`config.mk`:
```
export PLATFORM = sky130hd
export DESIGN_NAME = mem_arbiter
export DESIGN_NICKNAME = d
export VERILOG_FILES = /design/src/rtl/mem_arbiter.sv
export SDC_FILE = /design/constraint.sdc
export NUM_CORES = 1
export LEC_CHECK = 0
export BUFFER_PORTS_ARGS = -buffer_cell sky130_fd_sc_hd__buf_4
export CAP_MARGIN = 20
export CORE_AREA = 2 2 97 99
export DETAILED_ROUTE_END_ITERATION = 16
export DIE_AREA = 0 0 99 101
export PLACE_DENSITY = 0.73
export SETUP_SLACK_MARGIN = 0.1
export SLEW_MARGIN = 10
export SYNTH_ARGS = -nofsm -noshare
export SYNTH_HDL_FRONTEND = slang
export SYNTH_SLANG_ARGS = --single-unit
```
`constraint.sdc`:
```
create_clock -name clk -period 2.6 [get_ports clk]
set_input_delay 0.52 -clock clk [delete_from_list [all_inputs] [get_ports clk]]
set_output_delay 0.52 -clock clk [all_outputs]
set_load 0.05 [all_outputs]
```
`src/rtl/mem_arbiter.sv`:
```
// rtl/mem_arbiter.sv - IFU/LSU to single-port memory arbiter, one transaction outstanding.
// Optional ARB_RR_EN: round-robin conflict resolution (default: LSU fixed priority).
module mem_arbiter #(
    parameter int WIDTH = 32
) (
    input  logic             clk,
    input  logic             rst,
    input  logic             ifu_req_valid,
    output logic             ifu_req_ready,
    input  logic [WIDTH-1:0] ifu_addr,
    output logic             ifu_resp_valid,
    input  logic             ifu_resp_ready,
    input  logic             lsu_req_valid,
    output logic             lsu_req_ready,
    input  logic [WIDTH-1:0] lsu_addr,
    input  logic             lsu_wen,
    input  logic [WIDTH-1:0] lsu_wdata,
    input  logic [3:0]       lsu_wmask,
    output logic             lsu_resp_valid,
    input  logic             lsu_resp_ready,
    output logic [WIDTH-1:0] resp_rdata,
    output logic             mem_req_valid,
    input  logic             mem_req_ready,
    output logic [WIDTH-1:0] mem_addr,
    output logic             mem_wen,
    output logic [WIDTH-1:0] mem_wdata,
    output logic [3:0]       mem_wmask,
    input  logic             mem_resp_valid,
    input  logic [WIDTH-1:0] mem_rdata,
    output logic             mem_resp_ready
);

    typedef enum logic [1:0] {S_IDLE, S_REQ, S_RESP} state_t;

    state_t state;
    logic   owner;          // 0 = IFU, 1 = LSU
    logic   lsu_prio;
    logic   lsu_win;
    logic   ifu_win;
    logic   idle;

`ifdef ARB_RR_EN
    logic   last_grant;     // 0 = IFU, 1 = LSU
    assign lsu_prio = (last_grant == 1'b0);
`else
    assign lsu_prio = 1'b1;
`endif

    // Ready is gated by rst so nothing is granted while reset is held.
    assign idle    = rst && (state == S_IDLE);
    assign lsu_win = idle && lsu_req_valid && (!ifu_req_valid || lsu_prio);
    assign ifu_win = idle && ifu_req_valid && !lsu_win;

    assign ifu_req_ready  = ifu_win;
    assign lsu_req_ready  = lsu_win;
    assign mem_req_valid  = (state == S_REQ);
    assign ifu_resp_valid = (state == S_RESP) && !owner && mem_resp_valid;
    assign lsu_resp_valid = (state == S_RESP) &&  owner && mem_resp_valid;
    assign mem_resp_ready = (state == S_RESP) && (owner ? lsu_resp_ready : ifu_resp_ready);
    assign resp_rdata     = mem_rdata;

    always_ff @(posedge clk or negedge rst) begin
        if (!rst) begin
            state      <= S_IDLE;
            owner      <= 1'b0;
            mem_addr   <= '0;
            mem_wen    <= 1'b0;
            mem_wdata  <= '0;
            mem_wmask  <= 4'h0;
`ifdef ARB_RR_EN
            last_grant <= 1'b1;
`endif
        end else begin
            case (state)
                S_IDLE: begin
                    if (lsu_win) begin
                        state      <= S_REQ;
                        owner      <= 1'b1;
                        mem_addr   <= lsu_addr;
                        mem_wen    <= lsu_wen;
                        mem_wdata  <= lsu_wdata;
                        mem_wmask  <= lsu_wmask;
`ifdef ARB_RR_EN
                        last_grant <= 1'b1;
`endif
                    end else if (ifu_win) begin
                        state      <= S_REQ;
                        owner      <= 1'b0;
                        mem_addr   <= ifu_addr;
                        mem_wen    <= 1'b0;
                        mem_wdata  <= '0;
                        mem_wmask  <= 4'h0;
`ifdef ARB_RR_EN
                        last_grant <= 1'b0;
`endif
                    end
                end
                S_REQ: begin
                    if (mem_req_ready) state <= S_RESP;
                end
                S_RESP: begin
                    if (mem_resp_valid && mem_resp_ready) state <= S_IDLE;
                end
                default: state <= S_IDLE;
            endcase
        end
    end

endmodule
```
After elaboration in Yosys (flattened, before gate mapping)
Index checks and enable logic that the tools add are counted.
{"block": "totals", "in_bits": 141, "out_inout_bits": 107, "wordCells": 42, "reg_bits": 72}
{"block": "classes", "n_mux": 15, "eq_ne": 5, "n_reduce_logical": 16}
{"operator": "$mux W32", "n": 4}
{"operator": "$logic_and A1 B1 Y1", "n": 10}
{"operator": "$mux W2", "n": 4}
{"operator": "$mux W4", "n": 2}
{"operator": "$pmux W2 S3", "n": 1}
{"operator": "$mux W1", "n": 4}
{"operator": "$ne A2 B1 Y1 const B", "n": 2}
{"operator": "$ne A3 B3 Y1 const B", "n": 1}
{"operator": "$reduce_and A3 Y1", "n": 1}
{"operator": "$eq A2 B1 Y1 const B", "n": 1}
{"operator": "$eq A2 B2 Y1 const B", "n": 1}
{"operator": "$logic_not A1 Y1", "n": 2}
{"operator": "$logic_not A2 Y1", "n": 1}
{"operator": "$reduce_and A2 Y1", "n": 1}
{"operator": "$reduce_bool A2 Y1", "n": 1}

Longest topological paths before layout
{"block": "depth", "word_depth": 8, "depth_mapped": 6, "depth_no_buf": 4}

Worst setup path before layout
OpenSTA, ideal clock, no wires.
{"block": "synth_timing", "path_kind": "input to output", "from": "input lsu_req_valid", "to": "output ifu_req_ready", "path_slack_ns": 0.078, "cell_stages": 5, "required_time_ns": 2.080, "arrival_time_ns": 2.002, "path_buffers": 3, "path_cell_list": "clkbuf_1 > nor2b_1 > clkbuf_1 > clkbuf_1 > nor2b_1"}
{"block": "synth_between", "elab_chain_len": 3}
{"element": "from (decl)", "line_no": "13", "source": "input logic lsu_req_valid,"}
{"element": "$logic_and A1 B1 Y1", "line_no": "51", "source": "assign lsu_win = idle && lsu_req_valid && (!ifu_req_valid || lsu_prio);"}
{"element": "$logic_not A1 Y1", "line_no": "52", "source": "assign ifu_win = idle && ifu_req_valid && !lsu_win;"}
{"element": "$logic_and A1 B1 Y1", "line_no": "52"}
{"element": "to (decl)", "line_no": "9", "source": "output logic ifu_req_ready,"}
Every way passes these cells.

Worst setup path in the final report
{"block": "layout_timing", "from": "register state[0]", "to": "output lsu_req_ready"}
{"block": "layout_between", "elab_chain_len": 3}
{"element": "from (decl)", "line_no": "35", "source": "state_t state;"}
{"element": "from (signal assigned)", "line_no": "64", "source": "state <= S_IDLE;"}
{"element": "from (signal assigned)", "line_no": "77", "source": "state <= S_REQ;"}
{"element": "from (signal assigned)", "line_no": "87", "source": "state <= S_REQ;"}
{"element": "$logic_not A2 Y1", "line_no": "50", "source": "assign idle = rst && (state == S_IDLE);"}
{"element": "$logic_and A1 B1 Y1", "line_no": "50"}
{"element": "$logic_and A1 B1 Y1", "line_no": "51"}
{"element": "to (decl)", "line_no": "14", "source": "output logic lsu_req_ready,"}
Every way passes these cells.

==> metrics.md <==
| Metric | Value |
|---|---|
| Hpwl dp | `6845 microns` |
| CORE AREA | `8977 sq um` |
| RSZ-0062 raised after global routing | `no` |
| Clk pwr share | `0.138` |
| Initial Util | `0.3501` |
| Power, Total | `approximately 6.4 mW` |
| Number of synthesized register bits | `between 70 and 80` |
| Placer Congestion | `between 0.7 and 0.8` |
| Initial antenna violation count | `0` |
| Root buf cell | `clkbuf_8` |
| Relative slew slack | `0.4180` |
| Nets | `roughly 530` |
| Die area | `between 9000 and 10000 sq um` |
| Total wire length | `9313 microns` |
| Hold_buf cts | `0` |
| Rows | `35` |
| CP arrival | `around 1800 ps` |
| Antenna Cells | `0` |
| Inst Count DP | `492` |
| Setup Total Neg Slack | `0 ps` |
| Final Cell Area | `between 4000 and 5000 sq um` |
| Area of the mapped netlist | `~3100 sq um` |
| First DRT Iteration DRCs | `a little under 60` |
| DR vias | `between 2000 and 3000` |
| Chip height | `101 microns` |
| TritonCTS Sinks | `a little over 70` |
| Hold_ws | `around 370 ps` |
| Non-Filler Instances | `507` |
| Largest net degree at the start of global routing | `73` |
| Total global-route track usage | `0.1821` |
| Port Buffers | `183` |
| CTS tree | `done` |
| Pwr Density | `1415 nW/um^2` |
| Post-synthesis area per instance | `12.62 sq um` |
| Syn_nets | `390` |
| Max VDD drop | `0.7725 mV` |
| DRT antenna net count | `0` |
| Worst Hold Depth | `2` |
| Final setup fails | `0` |
| Max Slew Vio Count | `0` |
| Bufs on Longest Clock Path | `2` |
| Tmin final | `about 2400 ps` |
| Status | `complete, no violations` |
| Post-Synth Simple-Gate Area | `0.02150` |
| Post-Synth Adder-Cell Area | `0` |
| Post-synthesis compound-gate area fraction | `0.2767` |
| Leak pwr | `about 2.3 nW` |
| Reg power frac | `0.302` |
| Area Growth Syn to Fin | `44.19%` |
| Fmax achieved | `0.4231 GHz` |
| Logic pwr share | `0.560` |
| Placed Area | `between 4000 and 5000 sq um` |
| Number of global-route vias before repair | `approximately 2700` |
| Worst Path Required | `~2100 ps` |
| Mux contribution to synthesized area | `0.003185` |
| Xor/xnor cell area share of the yosys netlist | `0` |
| Post-route clock period utilization | `0.9091` |
| # IOs | `between 200 and 250` |
| Worst-Skew Late Latency | `~340 ps` |
| Post-CTS Repair Setup Buffers | `0` |
| Net Sw Power | `approximately 3.2 mW` |
| Worst r2r src | `state[0]` |
| CTS resizes | `0` |
| H-tree Lvls | `3` |
| Syn. warnings | `0` |
| Switching share of power | `0.4964` |
| Clock skew | `~6.3 ps` |
| Largest family of logic cells by synthesized area | `compound AO/OA/AOI/OAI gates` |
| Worst Hold End | `state[0]` |
| Crit path capture type | `output port` |
| Die width | `a little under 100 microns` |
| DR vias/cell | `a little over 5` |
| Int Pwr | `around 3.2 mW` |
| Distinct cell type count of the synthesized netlist | `21` |
| Hold Crit Class | `input pin to flip-flop` |
| Reg2Reg Setup Slack | `just over 500 ps` |
| CP startpoint kind | `flip-flop` |
| Worst setup path category | `flip-flop to output port` |
| Total of max-cap violations | `0` |
| Final Hold Fails | `0` |
| Slew @ Worst Pin | `just under 900 ps` |
| Pre-antenna DRT Iters | `4` |
| Register-to-Register Path Depth | `4` |
| Sequential fraction of the synthesis area | `0.5732` |
| Gate Count Post-Synth | `about 250` |
| Wirelength per Cell | `about 18 microns` |
| Hold path startpoint | `mem_req_ready` |
| DR DRC count | `0` |
| Worst r2r dst | `mem_wdata[5]` |
| CTS buffer count | `9` |
| Clk slew on worst S/H paths | `80 ps` |
| Worst-path fanout max | `13` |
| Global-route wire length before repair | `between 10000 and 15000 microns` |
| Grt ovf | `0` |
| Share of layout cells above drive strength 1 | `0.5227` |
-- cell usage after synthesis, drive strengths merged --
library cell  instances  share of area
clkbuf               10          0.012
nor2                  2         0.0032
o2bb2ai              32          0.089
a21o                  1         0.0024
a22oi                32          0.076
nand2b                1         0.0020
o21bai                1         0.0024
and3                  1         0.0020
nor2b                 4         0.0080
or3b                  1         0.0028
mux2i                 1         0.0032
dfrtp                72           0.57
inv                   3         0.0036
o21ai                 2         0.0032
buf                  46           0.11
nand2                 3         0.0036
a22o                 37           0.10
-- kinds of logic after synthesis --
family / count (synthesis)
AOI/OAI and AO/OA: 105
DFF: 72
buffers and inverters: 59
and+or+nand+nor: 12
muxes: 1
-- critical path, stage by stage (launching register included) --
cell and delay, ps:
dfrtp_1 410, or3b_1 620, nor2_2 240, buf_4 230
-- layout by cell type (no fill, tap or decap), drive strengths merged, types with 2 or more instances in the layout --
| master | instances |
|---|---|
| a22o | 37 |
| a22oi | 32 |
| buf | 188 |
| clkbuf | 9 |
| clkinv | 2 |
| dfrtp | 72 |
| inv | 5 |
| nand2 | 3 |
| nor2 | 2 |
| nor2b | 4 |
| o21ai | 2 |
| o2bb2ai | 32 |
-- power by group through the flow --
stage / logic, mW / registers, mW / clock network [mW]
after floorplan: 0.895 / 3.62 / 0
after global routing: 3.74 / 2.01 / 0.960
after global placement: 3.58 / 1.95 / 0
after detailed placement: 3.64 / 1.93 / 0
final: 3.59 / 1.94 / 0.886
after CTS: 3.63 / 1.94 / 0.917
-- registers in the layout (all words and copies together) (netlist names) --
name,cells
owner,1
mem_addr,32
mem_wdata,32
mem_wen,1
state,2
mem_wmask,4
-- per-stage QoR --
| step | util | setup WS (ps) |
|---|---|---|
| global route | 0.5048 | 124.0 |
| CTS | 0.5048 | 185.4 |
| detailed placement | 0.4833 | 292.5 |
| finish | 0.5048 | 236.3 |
| global placement | 0.4833 | 322.7 |
| floorplan | - | 315.6 |
-- layout make-up --
class | count | area, sq um
clock inverters | 6 | 68.82
multi-input cells | 118 | 963.4
repair buffers | 188 | 1424
flip-flops and latches | 72 | 1802
well taps | 111 | 138.9
fillers | 804 | 4446
clock buffers | 9 | 123.9
inverters | 3 | 11.26
-- worst max path at each step --
stage                        from       endpoint  slack, ps  depth (start not counted)
CTS                      state[0]  lsu_req_ready        190                          3
global placement              rst  mem_wdata[16]        320                          5
detailed placement            rst   mem_wdata[5]        290                          5
finish                   state[0]  lsu_req_ready        240                          3
floorplan           lsu_req_valid  ifu_req_ready        320                          5
global route             state[0]  lsu_req_ready        120                          3
-- per-layer routing --
| metal | vias to the layer above | GRT usage | wire length (microns) |
|---|---|---|---|
| li1 | 1194 | - | - |
| met1 | 1243 | 0.2049 | 3455 |
| met2 | 158 | 0.3124 | 4696 |
| met3 | 22 | 0.05825 | 898 |
| met4 | 0 | 0.08957 | 263 |
| met5 | - | 0 | 0 |
Power figures use the tool's default switching activity.
